File: src/rtl/mfp_adc_max10_sample_fifo.sv
// Sample FIFO behind the MAX10 ADC response stream, drained through a register port.
// Buffers tagged conversion results and raises a level/overflow interrupt.
module mfp_adc_max10_sample_fifo #(
  parameter int DEPTH_LOG2 = 4,
  parameter int ADDR_WIDTH = 2
) (
  input  logic                  CLK,
  input  logic                  RESET,
  input  logic                  ADC_R_Valid,
  input  logic [4:0]            ADC_R_Channel,
  input  logic [11:0]           ADC_R_Data,
  input  logic                  ADC_R_SOP,
  input  logic                  ADC_R_EOP,
  input  logic [ADDR_WIDTH-1:0] read_addr,
  input  logic                  read_enable,
  output logic [31:0]           read_data,
  input  logic [ADDR_WIDTH-1:0] write_addr,
  input  logic [31:0]           write_data,
  input  logic                  write_enable,
  output logic                  FIFO_Interrupt
);

  localparam int DEPTH = 1 << DEPTH_LOG2;
  localparam int CW    = DEPTH_LOG2 + 1;

  logic                  r_en, r_ie, r_ovf, r_irq;
  logic [7:0]            r_thr;
  logic [DEPTH_LOG2-1:0] r_wr_ptr, r_rd_ptr;
  logic [CW-1:0]         r_count;
  logic [18:0]           r_mem [DEPTH];

  logic                  w_en_nxt, w_ie_nxt, w_ovf_nxt, w_irq_nxt;
  logic [7:0]            w_thr_nxt;
  logic [DEPTH_LOG2-1:0] w_wr_ptr_nxt, w_rd_ptr_nxt;
  logic [CW-1:0]         w_count_nxt;
  logic                  w_full, w_empty, w_fcs_wr, w_clr;
  logic                  w_push_req, w_push, w_pop, w_ovf_set;
  logic [18:0]           w_head;
  logic                  w_unused_wdata;

  assign w_full     = (r_count == CW'(DEPTH));
  assign w_empty    = (r_count == '0);
  assign w_fcs_wr   = write_enable && (write_addr == ADDR_WIDTH'(0));
  assign w_clr      = w_fcs_wr && write_data[1];
  assign w_pop      = read_enable && (read_addr == ADDR_WIDTH'(1)) && !w_empty;
  assign w_push_req = ADC_R_Valid && r_en;
  // A pop frees the slot in the same cycle, so a full FIFO still accepts a push.
  assign w_push     = w_push_req && (!w_full || w_pop);
  assign w_ovf_set  = w_push_req && w_full && !w_pop;
  assign w_head     = r_mem[r_rd_ptr];
  assign w_unused_wdata = ^{write_data[31:16], write_data[7:4]};

  always_comb begin
    w_en_nxt     = r_en;
    w_ie_nxt     = r_ie;
    w_thr_nxt    = r_thr;
    w_ovf_nxt    = r_ovf;
    w_count_nxt  = r_count;
    w_wr_ptr_nxt = r_wr_ptr;
    w_rd_ptr_nxt = r_rd_ptr;
    if (w_fcs_wr && !write_data[1]) begin
      w_en_nxt  = write_data[0];
      w_ie_nxt  = write_data[2];
      w_thr_nxt = write_data[15:8];
    end
    if (w_clr) begin
      w_ovf_nxt    = 1'b0;
      w_count_nxt  = '0;
      w_wr_ptr_nxt = '0;
      w_rd_ptr_nxt = '0;
    end else begin
      if (w_ovf_set)
        w_ovf_nxt = 1'b1;
      else if (w_fcs_wr && write_data[3])
        w_ovf_nxt = 1'b0;
      if (w_push) w_wr_ptr_nxt = r_wr_ptr + 1'b1;
      if (w_pop)  w_rd_ptr_nxt = r_rd_ptr + 1'b1;
      case ({w_push, w_pop})
        2'b10:   w_count_nxt = r_count + 1'b1;
        2'b01:   w_count_nxt = r_count - 1'b1;
        default: w_count_nxt = r_count;
      endcase
    end
    w_irq_nxt = w_ie_nxt && (w_ovf_nxt ||
                ((w_thr_nxt != 8'd0) && (9'(w_count_nxt) >= 9'(w_thr_nxt))));
  end

  always_ff @(posedge CLK) begin
    if (RESET) begin
      r_en     <= 1'b0;
      r_ie     <= 1'b0;
      r_ovf    <= 1'b0;
      r_irq    <= 1'b0;
      r_thr    <= '0;
      r_count  <= '0;
      r_wr_ptr <= '0;
      r_rd_ptr <= '0;
    end else begin
      r_en     <= w_en_nxt;
      r_ie     <= w_ie_nxt;
      r_ovf    <= w_ovf_nxt;
      r_irq    <= w_irq_nxt;
      r_thr    <= w_thr_nxt;
      r_count  <= w_count_nxt;
      r_wr_ptr <= w_wr_ptr_nxt;
      r_rd_ptr <= w_rd_ptr_nxt;
    end
  end

  always_ff @(posedge CLK) begin
    if (w_push && !w_clr && !RESET)
      r_mem[r_wr_ptr] <= {ADC_R_SOP, ADC_R_EOP, ADC_R_Channel, ADC_R_Data};
  end

  always_comb begin
    read_data = '0;
    if (read_addr == ADDR_WIDTH'(0))
      read_data = {7'b0, 9'(r_count), r_thr, 2'b0, w_full, w_empty, r_ovf, r_ie, 1'b0, r_en};
    else if ((read_addr == ADDR_WIDTH'(1)) && !w_empty)
      read_data = {1'b1, w_head[18], w_head[17], 8'b0, w_head[16:12], 4'b0, w_head[11:0]};
  end

  assign FIFO_Interrupt = r_irq;

endmodule
File: config.mk
export PLATFORM = sky130hd
export DESIGN_NAME = mfp_adc_max10_sample_fifo
export DESIGN_NICKNAME = d
export VERILOG_FILES = /design/src/rtl/mfp_adc_max10_sample_fifo.sv
export SDC_FILE = /design/constraint.sdc
export NUM_CORES = 1
export LEC_CHECK = 0
export ABC_CLOCK_PERIOD_IN_PS = 4000
export CORE_MARGIN = 5
export CORE_UTILIZATION = 60
export CTS_BUF_LIST = sky130_fd_sc_hd__clkbuf_8
export DETAILED_ROUTE_END_ITERATION = 8
export HOLD_SLACK_MARGIN = 0.02
export PLACE_DENSITY = 0.82
export SKIP_LAST_GASP = 1
export SLEW_MARGIN = 20
export SYNTH_ARGS = -nofsm -noshare
export SYNTH_HDL_FRONTEND = slang
export SYNTH_SLANG_ARGS = --single-unit
File: constraint.sdc
create_clock -name CLK -period 4 [get_ports CLK]
set_input_delay 0.8 -clock CLK [delete_from_list [all_inputs] [get_ports CLK]]
set_output_delay 0.8 -clock CLK [all_outputs]
set_load 0.01 [all_outputs]
# --- Word level (Yosys, flattened, before mapping) ---
# Memory sizes are Yosys's and may differ from the RTL's. A register that Yosys moved wholly into a read port is not among the register bits.
# Cells that the tools add are included.
# Widths: inputs -> output; s select.
word_totals:
  register_bits: 25
  latch_bits: 0
  ramBits: 304
  rom_bits: 0
  memories: 1
classes:
  addsub: 4
  n_mul: 0
  div: 0
  magnitude_cmp: 1
  eq_ne: 4
  n_shift: 0
  muxes: 13
  bitwise: 0
  reduce_logical: 28
mem_list:
  columns: ["memory", "depth", "width", "rd", "rd_clocked_by_memory_dff", "write_ports", "line", "source"]
  rows:
  - ["r_mem", 16, 19, 1, 1, 1, "30", "logic [18:0] r_mem [DEPTH];"]
ops:
  columns: ["op", "count"]
  rows:
  - ["$mux 32", 2]
  - ["$logic_and 1x1->1", 15]
  - ["$pmux 5 s2", 1]
  - ["$add 4x1->4 const B", 2]
  - ["$ge 5x8->1", 1]
  - ["$mux 4", 2]
  - ["$mux 8", 1]
  - ["$reduce_bool 8->1", 1]
  - ["$logic_not 1->1", 6]
  - ["$mux 1", 6]
  - ["$add 5x1->5 const B", 1]
  - ["$eq 5x5->1 const B", 1]
  - ["$logic_not 5->1", 1]
  - ["$mux 5", 1]
  - ["$sub 5x1->5 const B", 1]
  - ["$eq 2x1->1 const B", 2]
  - ["$logic_not 2->1", 2]
  - ["$eq 2x2->1 const B", 1]
  - ["$logic_or 1x1->1", 2]
  - ["$reduce_or 2->1", 1]

# --- Longest topological paths before layout ---
# Gate-level depths: netlist (run 1).
logic_depth:
  ltp_word: 12
  ltp_mapped: 15
  ltp_nobuf: 14

# --- Least setup slack after synthesis (run 1) ---
# OpenSTA, ideal clock, no wires.
synth_timing:
  path_type: "input port to flip-flop"
  from: "input port write_enable"
  to: "memory r_mem[0][0] (enable)"
  arrival_time_ns: 3.200
  path_slack_ns: 0.381
  stages: 6
  path_cell_list: "nor4bb_1 or2_2 clkbuf_1 nor3_1 nand2_1 nor3_1"
synth_via:
  elab_chain_cells: 7
synth_rtl:
  columns: ["item", "line", "source"]
  rows:
  - ["start: declaration", "19", "input logic write_enable,"]
  - ["$logic_and 1x1->1", "43", "assign w_fcs_wr = write_enable && (write_addr == ADDR_WIDTH'(0));"]
  - ["$logic_and 1x1->1", "44", "assign w_clr = w_fcs_wr && write_data[1];"]
  - ["$logic_not 1->1", "111", "if (w_push && !w_clr && !RESET)"]
  - ["$logic_and 1x1->1 (2 in series)", "111", null]
  - ["$mux 1", "111", null]
  - ["$mux 1 (not written as such)", "112", "r_mem[r_wr_ptr] <= {ADC_R_SOP, ADC_R_EOP, ADC_R_Channel, ADC_R_Data};"]
  - ["end: declaration", "30", null]
# No other way between the ends.

# --- Worst setup path in the final report (run 1) ---
layout_timing:
  from: "register r_count[0]"
  to: "output port read_data[20]"
layout_via:
  elab_chain_cells: 5
layout_rtl:
  columns: ["item", "line", "source"]
  rows:
  - ["start: declaration", "29", "logic [CW-1:0] r_count;"]
  - ["start signal: assignment", "104", "r_count <= w_count_nxt;"]
  - ["$logic_not 5->1", "42", "assign w_empty = (r_count == '0);"]
  - ["$logic_not 1->1", "119", "else if ((read_addr == ADDR_WIDTH'(1)) && !w_empty)"]
  - ["$logic_and 1x1->1", "119", null]
  - ["$mux 32", "119", null]
  - ["$mux 32", "117", "if (read_addr == ADDR_WIDTH'(0))"]
  - ["end: declaration", "16", "output logic [31:0] read_data,"]
# No other way between the ends.

==> results of run 1 <==
==> where the power goes <==
part | switching, W | internal [W] | total [W]
registers | 0.00000357 | 0.00380 | 0.00380
logic | 0.0000813 | 0.0000578 | 0.000139
clock network | 0.00122 | 0.00127 | 0.00248
total | 0.00130 | 0.00512 | 0.00642
==> worst max-delay path, stage by stage (launching register included) <==
cell,delay [ns]
dfxtp_1,0.41
or4_4,0.63
o21ai_4,0.30
nor2_2,0.12
buf_12,0.18
a221o_1,0.37
clkdlybuf4s50_1,0.50
==> cell usage after synthesis (all sizes together) (2+ instances only) <==
cell type / instances / area share, %
edfxtp: 304 / 69
mux4: 76 / 13
nor2: 57 / 1.6
mux2i: 32 / 2.4
dfxtp: 29 / 4.4
buf: 27 / 1.3
clkbuf: 17 / 0.56
mux2: 15 / 1.3
a221o: 13 / 0.98
nand2: 13 / 0.42
a211oi: 12 / 0.68
ha: 11 / 1.0
nor2b: 9 / 0.42
nor3: 7 / 0.26
xor2: 6 / 0.40
a21oi: 5 / 0.19
and2: 5 / 0.24
xnor2: 5 / 0.33
inv: 4 / 0.13
nand3: 4 / 0.15
nand4: 4 / 0.19
o211ai: 3 / 0.17
o21ai: 3 / 0.20
or4: 3 / 0.17
a22o: 2 / 0.13
nand2b: 2 / 0.094
nor4: 2 / 0.094
==> flip-flops by register name (all words and copies together) (netlist names), named ones only <==
register and count:
r_count 5, r_ie 1, r_ovf 1, r_rd_ptr 4, r_wr_ptr 4, r_thr 8
FIFO_Interrupt 1, r_mem 304, r_en 1
==> worst max-delay path by stage <==
stage	startpoint	cells after the start	slack [ns]	to
6_report	r_count[0]	6	0.15	read_data[20]
5_1_grt	flip-flop	6	0.04	read_data[11]
4_1_cts	flip-flop	6	0.03	read_data[16]
3_5_place_dp	read_addr[1]	15	-0.07	FIFO_Interrupt
3_3_place_gp	read_addr[1]	15	0.12	FIFO_Interrupt
2_1_floorplan	write_enable	6	0.38	r_mem[0][0]
==> per-layer routing <==
metal / part of all wire (%) / up-vias
met5: 0 / -
met4: 2.7 / 0
met3: 7.4 / 66
met2: 51 / 356
met1: 39 / 3585
li1: - / 3031
==> through the flow <==
step                      cells  setup TNS, ns  power (W)  utilization (%)
after floorplan             689              0    0.00392                -
after global placement     1035              0    0.00400             66.6
final                      1134              0    0.00642             71.2
after global routing       1134              0    0.00667             71.2
after detailed placement   1035        -0.0678    0.00401             66.6
after CTS                  1124              0    0.00649             70.7
==> area by class of cell <==
type                    instances  area (sq um)  share of cell area (%)
repair buffers                121          1140                    7.36
multi-input cells             308          3410                    22.0
inverters                       4          17.5                   0.113
clock buffers                  52           716                    4.61
flip-flops and latches        333          9720                    62.5
well taps                     280           350                    2.26
clock inverters                36           180                    1.16
==> what timing repair did <==
item,in CTS,in global routing
hold buffers,0,0
endpoints found under the setup margin,13,11
cloned,0,0
pin swaps,1,0
setup buffers,1,10
resized for setup,1,0
==> cells by family after synthesis <==
logic type,after synthesis
DFF,333
muxes,123
and+or+nand+nor,112
buffers and inverters,48
AOI/OAI and AO/OA,43
adders and majority gates,11
xor gates and xnor gates,11
other,1
==> results.md, run 1 <==
- Met1 GRT Util: 30.0%
- Bufs on Longest Clock Path: 3
- Post-route cell area: 15500 sq um
- CTS Sinks: 333
- Die height: 159 um
- Crit Path Class: reg2out
- Final period utilization: 96.2%
- Max Cap Viol: 0
- Peak VDD IR: 0.000296 V
- Status: completed
- Slew HR: 49.2%
- Setup ws final: 0.151 ns
- Largest net degree at the start of global routing: 62
- Drt total wl: 28700 um
- Number of cells produced by synthesis: 682
- Xor/xnor share of the synthesized area: 0.724%
- CTS Buf Count: 50
- Initial antenna violation count: 0
- Share of layout cells above drive strength 1: 27.9%
- Syn Area/Cell: 19.5 sq um
- N_diodes: 0
- Distinct cells, synth: 47
- Total Routing Usage GR: 22.9%
- Met3 Track Usage GR: 4.61%
- Yosys reg bits: 333
- Async S/R FF share, synth: 0%
- I/O pins: 93
- Reg2reg end: FIFO_Interrupt
- Via count: 7038
- Simple-Gate Fraction of Synth Area: 4.04%
- Hold_sp: r_rd_ptr[3]
- Worst Path Arrival: 3.05 ns
- Final Setup Violations: 0
- Fin Clk Skew: 0.0172 ns
- First-pass GRT wire length: 44100 um
- Reg2Reg Depth: 14
- Later-pin clock latency in the skew report: 0.56 ns
- Adder-cell share of the synthesized area: 1.03%
- Post-synthesis mux area share: 16.5%
- Largest family of logic cells by synthesized area: multiplexers
- Minimum clock period: 3.85 ns
- Fillers: 1293
- Reg2reg start: r_count[4]
- Unrepaired setup endpoints after global routing: no
- Pre-CTS WS: -0.0678 ns
- Crit. End Element: output port
- Via density: 6.21
- Initial core utilization: 60.9%
- Final slew viol count: 0
- Die width: 159 um
- EDFF count, synth: 304
- Final Hold Vio Count: 0
- Vias in the first global route: 7460
- Placeable Area: 21800 sq um
- Main synth FF type: edfxtp_1
- Critical path fanouts, max: 11
- Fmax: 260 MHz
- DRT Pass-1 Iters: 5
- Placed inst area: 14500 sq um
- Final ANT Viol Nets: 0
- Hold Crit Class: reg2reg
- Compound-Gate Fraction of Synth Area: 2.62%
- Least-Margin Pin Slew: 0.752 ns
- Clock tree from TritonCTS: yes
- Cell Area, Synth: 13300 sq um
- Req. time, crit path: 3.20 ns
- Total Nets Final: 889
- Clock-pin slew on the worst setup and hold paths: 0.06 ns
- Hold Path Stages: 2
- YS warnings: 0
- PwrDens: 414 nW/um^2
- Gpl congestion: 0.858
- Met2 Usage GRT: 38.7%
- DP HPWL: 17800 um
- Drt wl/cell: 25.3 um
- Crit start category: flip-flop
- GR peak layer: met2
- Root Buffer: clkbuf_8
- Area Growth Syn to Fin: 16.8%
- Htree depth: 2
- DR DRC count: 0
- 1st-iter DRT viols: 662
- WHS: 0.537 ns
- Sequential share of the synthesized area: 73.0%
- Grt ovf: 0
- Port Buffers: 64
- Number of cell rows: 54
- Leakage: 4.99 nW
- Most frequent cells in the layout: edfxtp_1 (304), mux4_2 (76), clkdlybuf4s50_1 (64)
- Reg2Reg Setup Slack: 0.66 ns
- Commonest non-fill, non-tap cell in the layout: edfxtp_1
- Die ar.: 25200 sq um
(Power assumes the default switching activity.)
==> inputs of run 2 (changes only) <==
- ABC_CLOCK_PERIOD_IN_PS: 4000 -> 3700
- CELL_PAD_IN_SITES_DETAIL_PLACEMENT: unset -> 0
- CELL_PAD_IN_SITES_GLOBAL_PLACEMENT: unset -> 2
- CORE_ASPECT_RATIO: unset -> 0.5
- CORE_UTILIZATION: 60 -> 47
- PLACE_DENSITY: 0.82 -> 0.83
- clock period: 4 -> 3.7 ns (I/O delays scaled with it)
==> results.md, run 2 (same netlist as run 1, synthesis figures left out) <==
- PwrDens: 428 nW/um^2 (+3.4%)
- Non-filler instance count after layout: 1239 (+9.3%)
- Reg2reg end: FIFO_Interrupt
- CTS Sinks: 333 (unchanged)
- Final ANT Viol Nets: 0 (unchanged)
- 1st-iter DRT viols: 595 (-10%)
- Initial core utilization: 47.8% (-13 points)
- Port Buffers: 64 (unchanged)
- Pre-CTS WS: -0.00272 ns (+0.0651 ns)
- Final Setup Violations: 0 (unchanged)
- Root Buffer: clkbuf_8
- Crit Path Class: reg2out
- Die width: 248 um (+56%)
- Largest Register: r_mem
- Total Nets Final: 893 (+0.45%)
- Peak VDD IR: 0.000234 V (-21%)
- Die ar.: 32000 sq um (+27%)
- Critical Path Sink: read_data[0]
- Commonest non-fill, non-tap cell in the layout: edfxtp_1
- CTS Buf Count: 47 (-6.0%)
- Fmax: 276 MHz
- Leakage: 5.14 nW (+3.0%)
- First-pass GRT wire length: 43000 um (-2.5%)
- Drt wl/cell: 22.8 um (-9.8%)
- Fillers: 2064 (+60%)
- Unrepaired setup endpoints after global routing: yes
- Crit. End Element: output port
- Hold buffers post-CTS: 0 (unchanged)
- Number of cell rows: 43 (-20%)
- Slew HR: 63.7% (+14 points)
- Drt total wl: 28300 um (-1.4%)
- DP HPWL: 17000 um (-4.7%)
- WHS: 0.534 ns (-0.00354 ns)
- Critical path fanouts, max: 13 (+2)
- Hold Crit Class: reg2reg
- Largest net degree at the start of global routing: 72 (+16%)
- Final period utilization: 97.9%
- Leading registers by flop count: r_mem x304, r_thr x8, r_count x5
- DRT Pass-1 Iters: 4 (-1)
- Crit path launch: r_count[2]
- Setup ws final: 0.0774 ns (-0.0740 ns)
- Total Routing Usage GR: 18.1% (-4.8 points)
- Placed cell count: 1146 (+11%)
- Vias in the first global route: 7155 (-4.1%)
- Most frequent cells in the layout: edfxtp_1 (304), mux4_2 (76), clkdlybuf4s50_1 (58)
- Grt ovf: 0 (unchanged)
- Via density: 5.57 (-10%)
- Placeable Area: 27800 sq um (+27%)
- Worst Path Arrival: 2.88 ns (-0.17 ns)
- Clock-pin slew on the worst setup and hold paths: 0.07 ns (about the same)
- Least-Margin Pin Slew: 0.543 ns (-0.209 ns)
- Final slew viol count: 0 (unchanged)
- Area Growth Syn to Fin: 19.4%
- Reg2reg start: r_count[1]
- I/O pins: 93 (unchanged)
- Crit start category: flip-flop
- Later-pin clock latency in the skew report: 0.58 ns (+0.02 ns)
- Reg2Reg Setup Slack: 0.69 ns (+0.03 ns)
- Die height: 129 um (-19%)
- Req. time, crit path: 2.96 ns (-0.24 ns)
- Via count: 6900 (-2.0%)
- Share of layout cells above drive strength 1: 27.3% (-0.56 points)
- DR DRC count: 0 (unchanged)
- Gpl congestion: 0.739 (-14%)
- Max FFs per register: 304 (unchanged)
- Final Hold Vio Count: 0 (unchanged)
- Initial antenna violation count: 0 (unchanged)
- N_diodes: 0 (unchanged)
- Fin Clk Skew: 0.0220 ns (+0.00481 ns)
- Reg2Reg Depth: 16 (+2)
- Htree depth: 2 (unchanged)
- Max Cap Viol: 0 (unchanged)
- Status: completed
- Final Util: 57.1% (-14 points)
- Bufs on Longest Clock Path: 3 (unchanged)
- Clock tree from TritonCTS: yes
- Minimum clock period: 3.62 ns
[run 2: cell types whose count changed in the layout (fill, tap and decap cells not counted), moves of 3 or more]
cell | before | now
buf_4 | 51 | 40
clkinv_2 | 9 | 1
buf_12 | 6 | 20
clkbuf_8 | 52 | 48
clkinv_1 | 12 | 9
clkdlybuf4s50_1 | 64 | 58
dlymetal6s2s_1 | 0 | 4
inv_1 | 15 | 27
[run 2: metrics by stage]
step	setup TNS [ns]	total power, W	area [sq um]
after CTS	-0.00106	0.00687	15800
final	0	0.00679	15900
after floorplan	0	0.00424	13300
after global placement	-0.0160	0.00433	14900
after detailed placement	-0.00272	0.00434	14900
after global routing	-0.0408	0.00705	15900
[run 2: critical path, stage by stage (launching register included)]
cell             delay (ns)
dfxtp_1                0.31
or4_4                  0.59
o21ai_4                0.32
nor2_2                 0.09
buf_12                 0.16
a221o_1                0.33
clkdlybuf4s50_1        0.50
[run 2: area by class of cell]
class	count	area, sq um	area share [%]
sequential	333	9720	61.2
multi-input combinational	308	3430	21.6
timing repair buffer	128	1420	8.97
clock buffer	48	661	4.16
tap	382	478	3.01
clock inverter	36	156	0.985
inverter	4	17.5	0.110
[run 2: how the worst min path moves through the flow]
stage / from / endpoint / slack [ns] / depth (start not counted)
after detailed placement: r_thr[5] / r_thr[5] / 0.52 / 2
final: r_rd_ptr[3] / flip-flop / 0.53 / 2
after CTS: r_thr[5] / r_thr[5] / 0.53 / 2
after global routing: r_thr[7] / r_thr[7] / 0.57 / 2
after global placement: r_thr[5] / r_thr[5] / 0.50 / 2
after floorplan: r_thr[6] / r_thr[6] / 0.47 / 2
[run 2: timing repair]
action,in CTS,in global routing
gates resized for setup,4,9
endpoints found under the hold margin,0,0
pin swaps,1,1
gates cloned,0,1
endpoints found under the setup margin,16,14
buffers inserted,3,5
[run 2: power by group]
| group | internal (W) | switching, W |
|---|---|---|
| combinational | 0.0000667 | 0.0000869 |
| clock | 0.00121 | 0.00132 |
| sequential | 0.00410 | 0.00000287 |
[run 2: metal layers]
layer,routed length [um],track usage (%),up-vias
met4,252,3.94,0
met5,0,0,-
met3,1990,4.25,26
li1,-,-,3039
met2,12900,27.8,232
met1,13100,26.9,3603
==> inputs of run 3 (changes only) <==
- CTS_CLUSTER_DIAMETER: unset -> 50
==> results of run 3 <==
The final DEF is identical to that of run 2; final timing and power are the same.
